--- config.mk ---
export PLATFORM = sky130hd
export DESIGN_NAME = alu_issue_stage
export DESIGN_NICKNAME = d
export VERILOG_FILES = /design/src/rtl/alu_pkg.sv /design/src/rtl/alu_req_fifo.sv /design/src/rtl/alu_issue_stage.sv
export SDC_FILE = /design/constraint.sdc
export NUM_CORES = 1
export LEC_CHECK = 0
export CORE_ASPECT_RATIO = 1.75
export CORE_MARGIN = 2
export CORE_UTILIZATION = 31
export DETAILED_ROUTE_END_ITERATION = 8
export PLACE_DENSITY = 0.52
export SYNTH_ARGS = -nofsm -noshare
export SYNTH_HDL_FRONTEND = slang
export SYNTH_SLANG_ARGS = --single-unit
--- constraint.sdc ---
create_clock -name clk -period 5.8 [get_ports clk]
set_clock_uncertainty 0.2 [all_clocks]
set_input_delay 0.58 -clock clk [delete_from_list [all_inputs] [get_ports clk]]
set_output_delay 0.58 -clock clk [all_outputs]
set_load 0.01 [all_outputs]
--- src/rtl/alu_pkg.sv ---
// alu_pkg: shared request type and opcode constants for the ALU and its issue stage
package alu_pkg;
    typedef struct packed {
        int a;
        int b;
        bit op;
    } alu_req_t;
    localparam bit ALU_OP_ADD = 1'b0;
    localparam bit ALU_OP_SUB = 1'b1;
endpackage

--- src/rtl/alu_req_fifo.sv ---
// alu_req_fifo: power-of-two request FIFO; occupancy separates full from empty
module alu_req_fifo
    import alu_pkg::*;
#(
    parameter int DEPTH = 4,
    parameter int CNT_W = $clog2(DEPTH) + 1
) (
    input  logic             clk,
    input  logic             rst,
    input  logic             push,
    input  logic             pop,
    input  alu_req_t         wr_req,
    output alu_req_t         head,
    output logic [CNT_W-1:0] occupancy,
    output logic             full,
    output logic             empty
);
    localparam int PTR_W = $clog2(DEPTH);
    alu_req_t mem [DEPTH];
    logic [PTR_W-1:0] wr_ptr, rd_ptr;
    assign head  = mem[rd_ptr];
    assign full  = occupancy == CNT_W'(DEPTH);
    assign empty = occupancy == '0;
    // storage needs no reset; the head is only consumed while occupancy is non-zero
    always_ff @(posedge clk)
        if (push) mem[wr_ptr] <= wr_req;
    // pointers wrap naturally at DEPTH; the count tracks push minus pop
    always_ff @(posedge clk or posedge rst)
        if (rst) begin
            wr_ptr    <= '0;
            rd_ptr    <= '0;
            occupancy <= '0;
        end else begin
            wr_ptr    <= wr_ptr + PTR_W'(push);
            rd_ptr    <= rd_ptr + PTR_W'(pop);
            occupancy <= occupancy + CNT_W'(push) - CNT_W'(pop);
        end
endmodule

--- src/rtl/alu_issue_stage.sv ---
// alu_issue_stage: buffers ALU requests and registers results under valid/ready flow control
module alu_issue_stage
    import alu_pkg::*;
#(
    parameter int DEPTH = 4,
    parameter int CNT_W = $clog2(DEPTH) + 1
) (
    input  logic             clk,
    input  logic             rst,
    input  logic             in_valid,
    output logic             in_ready,
    input  logic [31:0]      in_a,
    input  logic [31:0]      in_b,
    input  logic             in_op,
    output logic [31:0]      alu_a,
    output logic [31:0]      alu_b,
    output logic             alu_op,
    input  logic [31:0]      alu_z,
    output logic             out_valid,
    input  logic             out_ready,
    output logic [31:0]      out_z,
    output logic [CNT_W-1:0] occupancy,
    output logic [31:0]      issued
);
    alu_req_t req, head;
    logic full, empty, push, issue;
    assign req      = {in_a, in_b, in_op};
    assign in_ready = !full;
    assign push     = in_valid && in_ready;
    assign issue    = !empty && (!out_valid || out_ready);
    assign alu_a    = empty ? '0 : head.a;
    assign alu_b    = empty ? '0 : head.b;
    assign alu_op   = empty ? 1'b0 : head.op;

    alu_req_fifo #(.DEPTH(DEPTH), .CNT_W(CNT_W)) u_fifo (
        .clk      (clk),
        .rst      (rst),
        .push     (push),
        .pop      (issue),
        .wr_req   (req),
        .head     (head),
        .occupancy(occupancy),
        .full     (full),
        .empty    (empty)
    );

    // load a result whenever the slot is free or being taken; otherwise hold it stable
    always_ff @(posedge clk or posedge rst)
        if (rst) begin
            out_valid <= 1'b0;
            out_z     <= '0;
            issued    <= '0;
        end else if (issue) begin
            out_valid <= 1'b1;
            out_z     <= alu_z;
            issued    <= issued + 32'd1;
        end else if (out_ready) begin
            out_valid <= 1'b0;
        end
endmodule

==> results of run 1 <==
registers in the layout, summed over array words and instances (netlist names):
register	flops
u_fifo.rd_ptr	2
u_fifo.occupancy	3
out_valid	1
u_fifo.wr_ptr	2
out_z	32
u_fifo.mem	260
issued	32
layer usage:
metal  GRT usage [%]  vias up  share of wire, %
li1                -     3186                 -
met1           15.51     3574                38
met2           26.34      201                55
met3           3.087       36               5.6
met4           4.220        4               2.0
met5               0        -             0.080
logic make-up (layout without fill, tap and decap cells):
family	after synthesis	in the layout	synth area share, %
AO/OA/AOI/OAI	1	1	0.05831
buffers and inverters	36	312	1.418
AND/OR/NAND/NOR	236	236	9.560
XOR/XNOR	36	36	2.448
multiplexers	66	66	11.45
flip-flops	332	332	74.61
adder cells (fa/ha/maj)	4	4	0.4469
where the power goes:
part	switching [W]	internal, W	leakage (nW)
logic	0.00137	0.00166	2.12
registers	0.000351	0.00314	3.28
clock network	0.000874	0.00124	0.514
final cells by class:
type                            count  share of cell area (%)
Multi-Input combinational cell    343                   18.41
Inverter                            5                  0.1106
Clock inverter                     15                  0.8700
Tap cell                          550                   4.055
Clock buffer                       46                   5.404
Sequential cell                   332                   56.67
Timing Repair Buffer              246                   14.48
synth_stat cells (all sizes together) (5+ instances only):
cell	instances	area share (%)
buf	18	0.89
mux4	65	11
clkbuf	13	0.38
nor2b	64	3.1
nor3	6	0.32
nand2	110	3.2
inv	5	0.15
xor2	5	0.34
dfrtp	72	14
nand4	19	0.97
nor4	7	0.62
nand3	10	0.43
xnor2	31	2.1
edfxtp	260	61
nor2	6	0.17
stage by stage:
stage | setup slack (ns) | power [W] | util, %
floorplan | 1.412 | 0.005043 | -
global placement | 2.323 | 0.006677 | 38.84
detailed placement | 2.337 | 0.006686 | 38.84
CTS | 1.778 | 0.008844 | 41.44
global route | 1.678 | 0.009135 | 41.44
finish | 1.911 | 0.008640 | 41.44
worst min path at each step:
stage / start / end / slack [ns] / depth (start not counted)
6_report: rst / out_z[0] / 0.24 / 2
5_1_grt: rst / out_z[0] / 0.28 / 2
2_1_floorplan: issued[31] / issued[31] / 0.31 / 1
3_3_place_gp: out_z[2] / out_z[2] / 0.26 / 2
4_1_cts: rst / out_z[0] / 0.24 / 2
3_5_place_dp: out_z[2] / out_z[2] / 0.26 / 2
critical path: stages, from the launching register on:
cell,delay [ns]
dfrtp_4,0.87
buf_12,0.36
mux4_2,0.54
nor2b_1,0.16
clkdlybuf4s50_1,0.54
==> reports/metrics.cfg, run 1 <==
[run_status]
status = finished, final reports clean

[timing]
setup_viol = 0
hold_viol_final = 0
worstMarginPinSlew_ns = 1.083
timing.hold.ws_ns = 0.2397
slew_viol_final = 0
finalCriticalPeriod_ns = 3.889
fmaxAchievable_mhz = 257.1
fin_crit_sh_pct = 67.05
rsz0062_at_grt = false
fin_tns_setup_ns = 0
relSlewSlack_pct = 27.64

[critical_path]
worstPathRequired_ns = 5.02
crit_start = u_fifo.rd_ptr[0]
cp.arrival_ns = 3.11
r2r_start = u_fifo.occupancy[1]
crit_type = flip-flop to output port
worstSetupStartpointType = flip-flop
critPathCaptureType = output port
r2r_cells = 7
crit_path_end = alu_b[18]
rrSetupSlack_ns = 2.90
cp_max_fo = 36
r2r_end = u_fifo.mem[2][39]

[finish]
design_area_um2 = 16970
nets = 1067
ff_latch_area_um2 = 9617
final_cell_mix = edfxtp_1 (260), clkdlybuf4s50_1 (234), nand2_1 (110)
fill_cells = 3758
drive_gt1_share_pct = 13.68
multi_input_area_um2 = 3124
final_cell_count_no_fill = 1537
layout_commonest_cell = edfxtp_1
diodes = 0
area_growth_pct = 31.77

[global_routing]
grt.overflow.total = 0
grt_pass1_vias = 7470
antenna_found_initial = 2
grt_max_degree = 74
grt_util_all_layers_pct = 14.00
grt_pass1_wl_mm = 44.83

[route]
first_pass_iters = 4
drt_iter0_markers = 341
remaining_drc_errors = 0
wl_per_cell_um = 19.62
final_antenna_net_count = 0
routed_wl_mm = 30.15
viasPerCell = 4.555
vias = 7001

[placed_design]
gp_congestion = 0.7194
numPortBuffers = 234
post_dp_cell_area_um2 = 15910
placed_cells = 1476
dp_hpwl_mm = 18.61

[logic_synthesis]
ys_warn_count = 0
synth_cells = 711
yosys.cell_types.count = 34
synth-seq-cells = 332
synth_edf_count = 260
synth_async_sr_flop_share_pct = 21.69
syn_area_per_cell_um2 = 18.11
syn-num-nets = 816
synth_area_um2 = 12880
seq_area_frac_synth_pct = 74.61
synthFlopType = edfxtp_1

[cts]
cts.clk_slew.worst_paths_ns = 0.06
cts_inserted_buffers = 34
clock_latency_ns = 0.51
cts_tree = built
cts.sinks = 332
post_cts_buffers = 0
htree_num_levels = 2
root_buffer = clkbuf_16
clockBufferDepth = 3
cts_resized = 0
cts_hold_buf = 0

[floorplanning]
die_height_um = 273.6
die_x_um = 158.1
start_util_pct = 31.45
core.rowCount = 98
coreArea_um2 = 40950
dieArea_um2 = 43250
top_level_ports = 235

[pwr]
power_leakage_nw = 5.915
vdd_ir_drop_max_mv = 0.2249
power_density_nw_per_um2 = 509.1

[min_path]
hold_class = input pin to async pin

[job]
drv_cap = 0

Power figures use the tool's default switching activity.
==> run 2, diff against run 1 <==
--- a/config.mk
+++ b/config.mk
@@ -9,7 +9,7 @@
 export CORE_MARGIN = 2
 export CORE_UTILIZATION = 31
 export DETAILED_ROUTE_END_ITERATION = 8
-export PLACE_DENSITY = 0.52
+export PLACE_DENSITY = 0.5
 export SYNTH_ARGS = -nofsm -noshare
 export SYNTH_HDL_FRONTEND = slang
 export SYNTH_SLANG_ARGS = --single-unit
==> constraint.sdc (replaced) <==
create_clock -name clk -period 3.9 [get_ports clk]
set_clock_uncertainty 0.2 [all_clocks]
set_input_delay 0.39 -clock clk [delete_from_list [all_inputs] [get_ports clk]]
set_output_delay 0.39 -clock clk [all_outputs]
set_load 0.01 [all_outputs]
==> run 2 against run 1 <==
Net effect: critical path depth is the same; register-to-register slack lost 1.6 ns; via count is essentially flat; non-clock buffer count grew 4; utilization grew 0.26 points.
==> reports/metrics.cfg, run 2 (synthesized netlist as in run 1, its figures left out) <==
[cts]
cts_inserted_buffers = 34
cts.sinks = 332
htree_num_levels = 2
clockBufferDepth = 3
cts.clk_slew.worst_paths_ns = 0.06
clock_latency_ns = 0.51
cts_tree = built
post_cts_buffers = 0
cts_hold_buf = 0
cts_resized = 0
root_buffer = clkbuf_16

[pwr]
p_sw_w = 0.003863
power_density_nw_per_um2 = 759.1
p_seq_share_pct = 38.9
p_int_w = 0.009099
clockPowerShare_pct = 25.0
power_leakage_nw = 5.971
pwr-share-comb_pct = 36.2
vdd_ir_drop_max_mv = 0.4070
power.total_w = 0.01296
switching_share_pct = 29.80

[floorplanning]
coreArea_um2 = 40950
dieArea_um2 = 43250
die_height_um = 273.6
top_level_ports = 235
core.rowCount = 98
start_util_pct = 31.45
die_x_um = 158.1

[route]
remaining_drc_errors = 0
final_antenna_net_count = 0
first_pass_iters = 6
viasPerCell = 4.545
vias = 6999
drt_iter0_markers = 268
routed_wl_mm = 30.25
wl_per_cell_um = 19.64

[placed_design]
dp_hpwl_mm = 18.83
gp_congestion = 0.7247
numPortBuffers = 234
dp_slack_ns = 1.058
placed_cells = 1480

[critical_path]
r2r_end = u_fifo.occupancy[2]
worstPathRequired_ns = 3.31
critPathCaptureType = output port
cp_max_fo = 28
r2r_start = u_fifo.occupancy[1]
crit_start = u_fifo.rd_ptr[0]
r2r_cells = 10
worstSetupStartpointType = flip-flop
cp.arrival_ns = 2.70
crit_type = flip-flop to output port
rrSetupSlack_ns = 1.32

[global_routing]
antenna_found_initial = 3
grt_max_degree = 66
grt_util_all_layers_pct = 14.00
grt_pass1_wl_mm = 45.04
grt_pass1_vias = 7587
grt.overflow.total = 0

[finish]
nets = 1071
fill_cells = 3784
layout_commonest_cell = edfxtp_1
utilization_pct = 41.69
drive_gt1_share_pct = 14.46
regMostFlops = u_fifo.mem
reg_top3 = u_fifo.mem x260, issued x32, out_z x32
largest_reg_flops = 260
final_cell_mix = edfxtp_1 (260), clkdlybuf4s50_1 (234), nand2_1 (110)
final_cell_count_no_fill = 1540
area_growth_pct = 32.59

[timing]
setup_viol = 0
slew_viol_final = 0
rsz0062_at_grt = false
worstMarginPinSlew_ns = 0.8067
relSlewSlack_pct = 45.81
hold_viol_final = 0
fin_tns_setup_ns = 0
fin_ws_ns = 0.6117
finalCriticalPeriod_ns = 3.288
fmaxAchievable_mhz = 304.1
fin_crit_sh_pct = 84.32

[job]
drv_cap = 0

[min_path]
hold_class = input pin to async pin

[run_status]
status = finished, final reports clean

## run 2: cell types whose count changed in the layout (fill, tap and decap cells not counted), sizes merged
| cell | change |
|---|---|
| buf | +4 |
| clkbuf | -1 |
| diode | +1 |
| inv | -1 |
## run 2: power groups by stage
stage	Sequential, W	Combinational (W)	Clock [W]
after floorplan	0.00510	0.00240	0
after global placement	0.00511	0.00485	0
after detailed placement	0.00512	0.00484	0
after CTS	0.00505	0.00487	0.00335
after global routing	0.00511	0.00509	0.00347
final	0.00504	0.00469	0.00324
## run 2: layout make-up
class                   instances  area [um2]  share of cell area, %
flip-flops and latches        332        9617                  56.32
multi-input cells             343        3124                  18.30
repair buffers                250        2525                  14.79
clock buffers                  45       955.9                  5.598
well taps                     550       688.2                  4.030
clock inverters                14       143.9                 0.8427
inverters                       5       18.77                 0.1099
diodes                          1       2.502                0.01466
## run 2: how the worst max path moves through the flow
stage / to / slack, ns
after CTS: alu_b[10] / 0.50
final: alu_a[21] / 0.61
after global placement: alu_a[17] / 1.06
after floorplan: u_fifo.mem[2][0] / 0.53
after global routing: alu_a[28] / 0.42
after detailed placement: alu_a[17] / 1.06
## run 2: metal layers
metal / share of wire [%] / GRT usage (%)
met1: 37 / 15.27
met2: 55 / 26.32
met3: 5.4 / 3.198
met4: 2.5 / 4.647
met5: 0.099 / 0
## run 2: worst max-delay path, stage by stage, from the launching register on
cell,delay (ns)
dfrtp_4,0.42
buf_4,0.49
mux4_2,0.56
nor2b_1,0.13
clkdlybuf4s50_1,0.54
## run 2: stage by stage
step,instance area (um2),hold slack [ns]
floorplan,12900,0.2889
global placement,15970,0.2563
detailed placement,15970,0.2611
CTS,17070,0.1534
global route,17080,0.1866
finish,17080,0.1397
